## config.mk

```make
export PLATFORM = sky130hd
export DESIGN_NAME = seq_mul64
export DESIGN_NICKNAME = d
export VERILOG_FILES = /design/src/rtl/seq_mul64.sv
export SDC_FILE = /design/constraint.sdc
export NUM_CORES = 1
export LEC_CHECK = 0
export CAP_MARGIN = 20
export CORE_AREA = 5 5 219 221
export CTS_CLUSTER_DIAMETER = 120
export DETAILED_ROUTE_END_ITERATION = 6
export DIE_AREA = 0 0 224 226
export SETUP_SLACK_MARGIN = 0.15
export SYNTH_ARGS = -nofsm -noshare
export SYNTH_HDL_FRONTEND = slang
export SYNTH_SLANG_ARGS = --single-unit
```

## constraint.sdc

```tcl
create_clock -name clk -period 5.1 [get_ports clk]
set_input_delay 1.02 -clock clk [delete_from_list [all_inputs] [get_ports clk]]
set_output_delay 1.02 -clock clk [all_outputs]
set_load 0.02 [all_outputs]
```

## src/rtl/seq_mul64.sv

```systemverilog
// seq_mul64: sequential 64x64->128 unsigned shift-add multiplier that
// time-shares an external 64-bit adder (one add/shift step per cycle).
// Optional feature macro: SEQ_MUL_EARLY_EXIT_EN. When it is defined, the
// multiply finishes as soon as the remaining multiplier bits are all zero,
// and a barrel shift applies the skipped shifts in one cycle.
module seq_mul64 #(
  parameter int unsigned DATA_WIDTH = 64
) (
  input  logic                      clk,
  input  logic                      rst_n,
  input  logic                      start,
  input  logic [DATA_WIDTH-1:0]     a,
  input  logic [DATA_WIDTH-1:0]     b,
  output logic                      busy,
  output logic                      done,
  output logic [2*DATA_WIDTH-1:0]   product,
  output logic [DATA_WIDTH-1:0]     add_lhs,
  output logic [DATA_WIDTH-1:0]     add_rhs,
  output logic                      add_cin,
  output logic                      add_inv,
  input  logic [DATA_WIDTH-1:0]     add_res,
  input  logic                      add_cout
);

  localparam int unsigned PROD_W = 2 * DATA_WIDTH;
  localparam int unsigned STEP_W = PROD_W + 1;
  localparam int unsigned CNT_W  = $clog2(DATA_WIDTH) + 1;

  typedef enum logic [1:0] {
    S_IDLE = 2'd0,
    S_RUN  = 2'd1,
    S_DONE = 2'd2
  } state_t;

  state_t                  state;
  state_t                  state_next;
  logic [DATA_WIDTH-1:0]   mcand;
  logic [DATA_WIDTH-1:0]   acc_hi;
  logic [DATA_WIDTH-1:0]   acc_lo;
  logic [DATA_WIDTH-1:0]   mplr;
  logic [CNT_W-1:0]        cnt;

  logic [STEP_W-1:0]       step_wide;
  logic [PROD_W-1:0]       step_next;
  logic [DATA_WIDTH-1:0]   mplr_next;
  logic                    last_step;
  logic [PROD_W-1:0]       done_prod;

  // Carry, sum and the untouched low half form one wide word; a step is its right shift by one.
  assign step_wide = {add_cout, add_res, acc_lo};
  assign step_next = step_wide[STEP_W-1:1];
  assign mplr_next = mplr >> 1;
  assign last_step = (cnt == CNT_W'(DATA_WIDTH - 1));

  assign add_cin = 1'b0;
  assign add_inv = 1'b0;

`ifdef SEQ_MUL_EARLY_EXIT_EN
  logic [CNT_W-1:0] shamt;
  logic             mplr_zero;

  // Skipped shifts plus the current one: 64 - cnt, always in 1..64.
  assign shamt     = CNT_W'(DATA_WIDTH) - cnt;
  assign mplr_zero = (mplr_next == '0);
  assign done_prod = PROD_W'(step_wide >> shamt);
`else
  logic unused_mplr;

  assign unused_mplr = mplr[0];
  assign done_prod   = step_next;
`endif

  // State register.
  always_ff @(posedge clk or negedge rst_n) begin
    if (!rst_n) begin
      state <= S_IDLE;
    end else begin
      state <= state_next;
    end
  end

  // Next-state decode and adder operand drive (operands are zero outside RUN).
  always_comb begin
    state_next = state;
    add_lhs    = '0;
    add_rhs    = '0;
    case (state)
      S_IDLE: begin
        if (start) begin
          state_next = S_RUN;
`ifdef SEQ_MUL_EARLY_EXIT_EN
          if (b == '0) begin
            state_next = S_DONE;
          end
`endif
        end
      end
      S_RUN: begin
        add_lhs = acc_hi;
        add_rhs = acc_lo[0] ? mcand : '0;
`ifdef SEQ_MUL_EARLY_EXIT_EN
        if (last_step || mplr_zero) begin
          state_next = S_DONE;
        end
`else
        if (last_step) begin
          state_next = S_DONE;
        end
`endif
      end
      S_DONE: begin
        state_next = S_IDLE;
      end
      default: begin
        state_next = S_IDLE;
      end
    endcase
  end

  // Datapath registers, handshake flags and the held product.
  always_ff @(posedge clk or negedge rst_n) begin
    if (!rst_n) begin
      mcand   <= '0;
      acc_hi  <= '0;
      acc_lo  <= '0;
      mplr    <= '0;
      cnt     <= '0;
      product <= '0;
      busy    <= 1'b0;
      done    <= 1'b0;
    end else begin
      busy <= (state_next != S_IDLE);
      done <= (state_next == S_DONE);
      case (state)
        S_IDLE: begin
          if (start) begin
            mcand  <= a;
            acc_lo <= b;
            mplr   <= b;
            acc_hi <= '0;
            cnt    <= '0;
`ifdef SEQ_MUL_EARLY_EXIT_EN
            if (b == '0) begin
              product <= '0;
            end
`endif
          end
        end
        S_RUN: begin
          {acc_hi, acc_lo} <= step_next;
          mplr             <= mplr_next;
          cnt              <= cnt + CNT_W'(1);
          if (state_next == S_DONE) begin
            product <= done_prod;
          end
        end
        default: begin
        end
      endcase
    end
  end

endmodule
```

==> flow_summary.toml, run 1 <==
[status]
status = "finished, final reports clean"

[layout]
layout_commonest_cell = "clkdlybuf4s50_1"
multi_input_area_mm2 = 0.00529
drive_gt1_share_pct = 11.6
fillers = 4257
layout_common_cells = "451 x clkdlybuf4s50_1, 329 x dfrtp_1, 100 x mux2_1"
n_antenna_cell = 0
final_nets = 1711
final_cells = 2146
final-seq-area_mm2 = 0.00829
area_growth_pct = 45.9

[clock_network]
cts_root_buffer = "clkbuf_16"
cts_buffers = 40
hold_buffers = 0
cts_buffer_depth = 3
cts-resized-gates = 0
insertion_delay_ns = 0.54
cts.sinks = 331
htree_levels = 2
cts_tree = "yes"
clk_pin_slew_ns = 0.06
postCtsSetupBuffers = 0

[global_routing]
gr-total-overflow = 0
grt_pass1_vias = 11100
grt_pass1_wl_um = 66900
antenna_found_initial = 0
grtUsageTotal_pct = 16.5
grt_max_degree = 145

[route]
postRouteWirelength_um = 43300
ant_nets = 0
dr.pass1.iters = 4
drt_iter0_markers = 764
drc = 0
vias = 10600
vias_per_cell = 4.92
wire_per_inst_um = 20.2

[sta]
rsz0062_at_grt = "no"
maxSlewHeadroom_pct = 45.6
fin_crit_sh_pct = 72.0
finalHoldViolCount = 0
min_period_ns = 3.67
max_freq_ghz = 0.272
fin_tns_setup_ns = 0
skew_ns = 0.0134
slew_violations = 0
tightestPinTransition_ns = 0.816
report.final.setup_viol = 0

[placement]
gp_congestion = 0.815
dp_cells = 2079
port_buffers = 453
dpl.hpwl_um = 28900

[logic_synthesis]
synth_warnings = 0
ys_seq_area_share_pct = 59.2
synth_top_area_cell = "dfrtp_1"
synth_cell_types = 33
ys_ff_latch = 331
syn_inst = 1097
synth_top_area_share_pct = 59.2
syn_area_mm2 = 0.0140
synth_area_leaders = "dfrtp_1 59%, mux2_1 8.0%, mux2_2 7.4%"
avgSynthCellArea_um2 = 12.8

[critical_path]
path_buf_inv = 2
cp.arrival_ns = 2.65
crit_path_start_kind = "flop"
path_cells = "nor2b_4, buf_12, and3_1, clkdlybuf4s50_1"
crit_fanout = 144
critical_path.top_delay_family = "buffers and inverters"
worst_ep_required_time_ns = 4.08
worstSetupPathType = "reg -> out"
crit_slowest_cell = "clkdlybuf4s50_1"
max_stage_delay_ns = 0.63
crit_path_end_kind = "primary output"

[floorplan]
die_x_um = 224
rows = 79
start_util_pct = 30.5
fp.dieArea_mm2 = 0.0506
die_y_um = 226
io-pin-count = 456
core_area_mm2 = 0.0460

[pwr]
power.density_mw_per_mm2 = 572
power_leakage_nw = 9.02
ir_worst_vdd_mv = 0.331

[worst_hold_path]
hp-class = "reg -> reg"

[job]
cap_violations = 0
-- power breakdown --
part	internal, mW	switching [mW]	leakage [nW]
registers	3.61	0.641	4.18
logic	2.28	2.17	4.17
clock network	1.88	1.10	0.675
-- kinds of logic after synthesis --
kind of cell,share of synthesized area [%]
AOI/OAI and AO/OA,12.6
adders and majority gates,0.0894
buffers and inverters,3.30
DFF,59.2
muxes,15.5
other,0.0268
and+or+nand+nor,9.29
-- worst paths after layout --
path	depth (start not counted)	slack, ns	end	start
max	4	1.43	add_rhs[28]	state[1]
min	1	0.48	product[12]	product[12]
max reg2reg	5	2.16	product[118]	state[0]
min reg2reg	1	0.48	product[12]	product[12]
max in group asynchronous	2	3.56	acc_hi[52]	rst_n
min in group asynchronous	1	0.50	acc_lo[4]	rst_n
-- area by class of cell --
| cell class | count | area share [%] |
|---|---|---|
| flip-flops and latches | 331 | 40.6 |
| multi-input cells | 670 | 25.9 |
| repair buffers | 470 | 23.1 |
| clock buffers | 56 | 5.69 |
| well taps | 607 | 3.72 |
| clock inverters | 11 | 1.00 |
| inverters | 1 | 0.0184 |
-- synthesized netlist by cell type --
cell type / count
dfrtp_1: 331
mux2_1: 100
mux2_2: 92
clkbuf_1: 67
nor2b_1: 67
a22o_1: 66
o21ai_0: 66
a21oi_1: 64
a22oi_1: 64
and2_1: 64
and3_1: 64
buf_6: 10
buf_2: 9
buf_1: 7
buf_4: 3
nand2_1: 3
nand2b_1: 2
nand3_1: 2
o311ai_0: 2
a41oi_1: 1
conb_1: 1
ha_1: 1
inv_1: 1
mux2i_1: 1
nand4_1: 1
nor2_1: 1
nor4_1: 1
nor4_4: 1
o211ai_1: 1
o21bai_1: 1
o31ai_1: 1
o41ai_1: 1
or3b_1: 1
-- sequential cells by signal (all words and copies together) (netlist names) --
name     cells
product    128
acc_hi      64
acc_lo      64
mcand       64
cnt          7
state        2
busy         1
done         1
-- per-stage QoR --
step | area (µm²) | utilization (%) | total power, mW | hold WS, ns | setup WS (ns)
6_report | 20400 | 44.4 | 11.7 | 0.481 | 1.43
4_1_cts | 20400 | 44.4 | 11.9 | 0.485 | 1.46
5_1_grt | 20400 | 44.4 | 12.3 | 0.496 | 1.33
3_5_place_dp | 19100 | 41.5 | 8.78 | 0.474 | 2.07
2_1_floorplan | 14000 | - | 6.52 | 0.450 | 2.53
3_3_place_gp | 19000 | 41.4 | 8.70 | 0.467 | 2.06
-- routing by layer --
layer / GRT usage [%] / vias up / part of all wire, %
met5: 0 / - / 0
met1: 21.4 / 5370 / 42
met2: 26.6 / 353 / 48
li1: - / 4769 / -
met3: 5.26 / 62 / 7.7
met4: 4.96 / 0 / 2.2
Power figures use the tool's default switching activity.
==> run 2: changes to the inputs <==
==> constraint.sdc (replaced) <==
create_clock -name clk -period 3.1 [get_ports clk]
set_input_delay 0.62 -clock clk [delete_from_list [all_inputs] [get_ports clk]]
set_output_delay 0.62 -clock clk [all_outputs]
set_load 0.02 [all_outputs]
==> run 2 against run 1 <==
Core utilization is 0.73 points higher. Critical path depth is 1 higher. Wire length is 4.5% higher. Die area stayed put. Final area is 1.6% higher. Power is 63% higher. Non-clock buffer count is 12 higher. Critical path type unchanged. Largest power group unchanged.
==> flow_summary.toml, run 2 (synthesized netlist as in run 1, its figures left out) <==
[global_routing]
grt_pass1_vias = 11200
gr-total-overflow = 0
grt_max_degree = 87
grt_pass1_wl_um = 68800
antenna_found_initial = 2
grtUsageTotal_pct = 17.1

[route]
wire_per_inst_um = 20.9
vias_per_cell = 4.88
drt_iter0_markers = 631
ant_nets = 0
vias = 10600
dr.pass1.iters = 5
postRouteWirelength_um = 45300
drc = 0

[floorplan]
core_area_mm2 = 0.0460
start_util_pct = 30.5
rows = 79
die_y_um = 226
fp.dieArea_mm2 = 0.0506
io-pin-count = 456
die_x_um = 224

[layout]
layout_commonest_cell = "clkdlybuf4s50_1"
area_growth_pct = 48.3
fillers = 4240
final_core_util_pct = 45.2
final-seq-area_mm2 = 0.00829
largest_reg_flops = 128
regMostFlops = "product"
multi_input_area_mm2 = 0.00529
final_nets = 1724
drive_gt1_share_pct = 12.5
layout_common_cells = "387 x clkdlybuf4s50_1, 329 x dfrtp_1, 100 x mux2_1"

[critical_path]
r2r_cells = 4
crit_path_end_kind = "primary output"
crit_fanout = 43
r2r-start = "state[1]"
startpoint = "state[1]"
worst_ep_required_time_ns = 2.48
crit_path_start_kind = "flop"
worstSetupPathType = "reg -> out"
cp.arrival_ns = 2.29

[pwr]
power.density_mw_per_mm2 = 919
ir_worst_vdd_mv = 0.530
power_leakage_nw = 9.98

[worst_hold_path]
hp-class = "in -> async"

[sta]
fin_crit_sh_pct = 93.8
report.final.setup_viol = 0
min_period_ns = 2.91
tightestPinTransition_ns = 1.02
rsz0062_at_grt = "yes"
finalHoldViolCount = 0
slew_violations = 0
setup_ws_ns = 0.192
skew_ns = 0.00907
max_freq_ghz = 0.344
maxSlewHeadroom_pct = 32.0
fin_tns_setup_ns = 0

[status]
status = "finished, final reports clean"

[clock_network]
clk_pin_slew_ns = 0.06
insertion_delay_ns = 0.54
cts_tree = "yes"
cts_buffer_depth = 3
cts_buffers = 41
cts.sinks = 331
htree_levels = 2
cts_root_buffer = "clkbuf_16"

[placement]
port_buffers = 453
gp_congestion = 0.811
pre_cts_ws_ns = 0.654
dpl.hpwl_um = 30100

[job]
cap_violations = 0
[run 2: final timing paths]
kind / end / slack, ns
hold reg to reg: product[81] / 0.48
setup reg to reg: product[56] / 0.87
max in group asynchronous: mcand[50] / 2.12
min in group clk: product[81] / 0.48
hold / removal: product[10] / 0.05
setup / recovery: add_lhs[25] / 0.19
[run 2: repair_timing]
action	in CTS	in global routing
setup endpoints to repair	83	123
gates cloned	0	1
pin swaps	0	0
gates resized for setup	3	66
hold buffers	0	0
buffers inserted	0	1
[run 2: per-stage QoR]
stage | cells | hold WS (ns) | cell area (µm²) | total power [mW]
after floorplan | 1098 | 0.324 | 14000 | 10.7
after global placement | 2089 | 0.467 | 19200 | 14.4
after detailed placement | 2089 | 0.474 | 19200 | 14.5
after CTS | 2160 | 0.0336 | 20500 | 19.4
after global routing | 2164 | 0.0632 | 20800 | 20.2
final | 2164 | 0.0508 | 20800 | 19.1
[run 2: power by group]
part | leakage [nW] | total, mW | switching (mW) | internal, mW
clock network | 0.636 | 4.69 | 1.87 | 2.82
registers | 4.18 | 7.06 | 1.12 | 5.93
logic | 5.17 | 7.33 | 3.58 | 3.76
total | 9.98 | 19.1 | 6.57 | 12.5
[run 2: critical path: stages (launching register included)]
cell and delay, ns:
dfrtp_2 0.42, nor2b_4 0.14, buf_12 0.15, buf_12 0.20, and2_1 0.16, clkdlybuf4s50_1 0.64
[run 2: routing by layer]
layer / up-vias / routed length, µm / GRT usage (%)
met5: - / 0 / 0
met4: 0 / 1330 / 6.17
met3: 69 / 3570 / 5.39
met2: 371 / 21200 / 26.8
met1: 5309 / 19200 / 22.5
li1: 4807 / - / -
[run 2: final cells by class]
type,count,share of cell area [%]
Clock buffer,55,5.64
Antenna cell,2,0.0241
Inverter,1,0.0181
Tap cell,607,3.66
Multi-Input combinational cell,670,25.5
Timing Repair Buffer,482,24.5
Sequential cell,331,39.9
Clock inverter,16,0.753
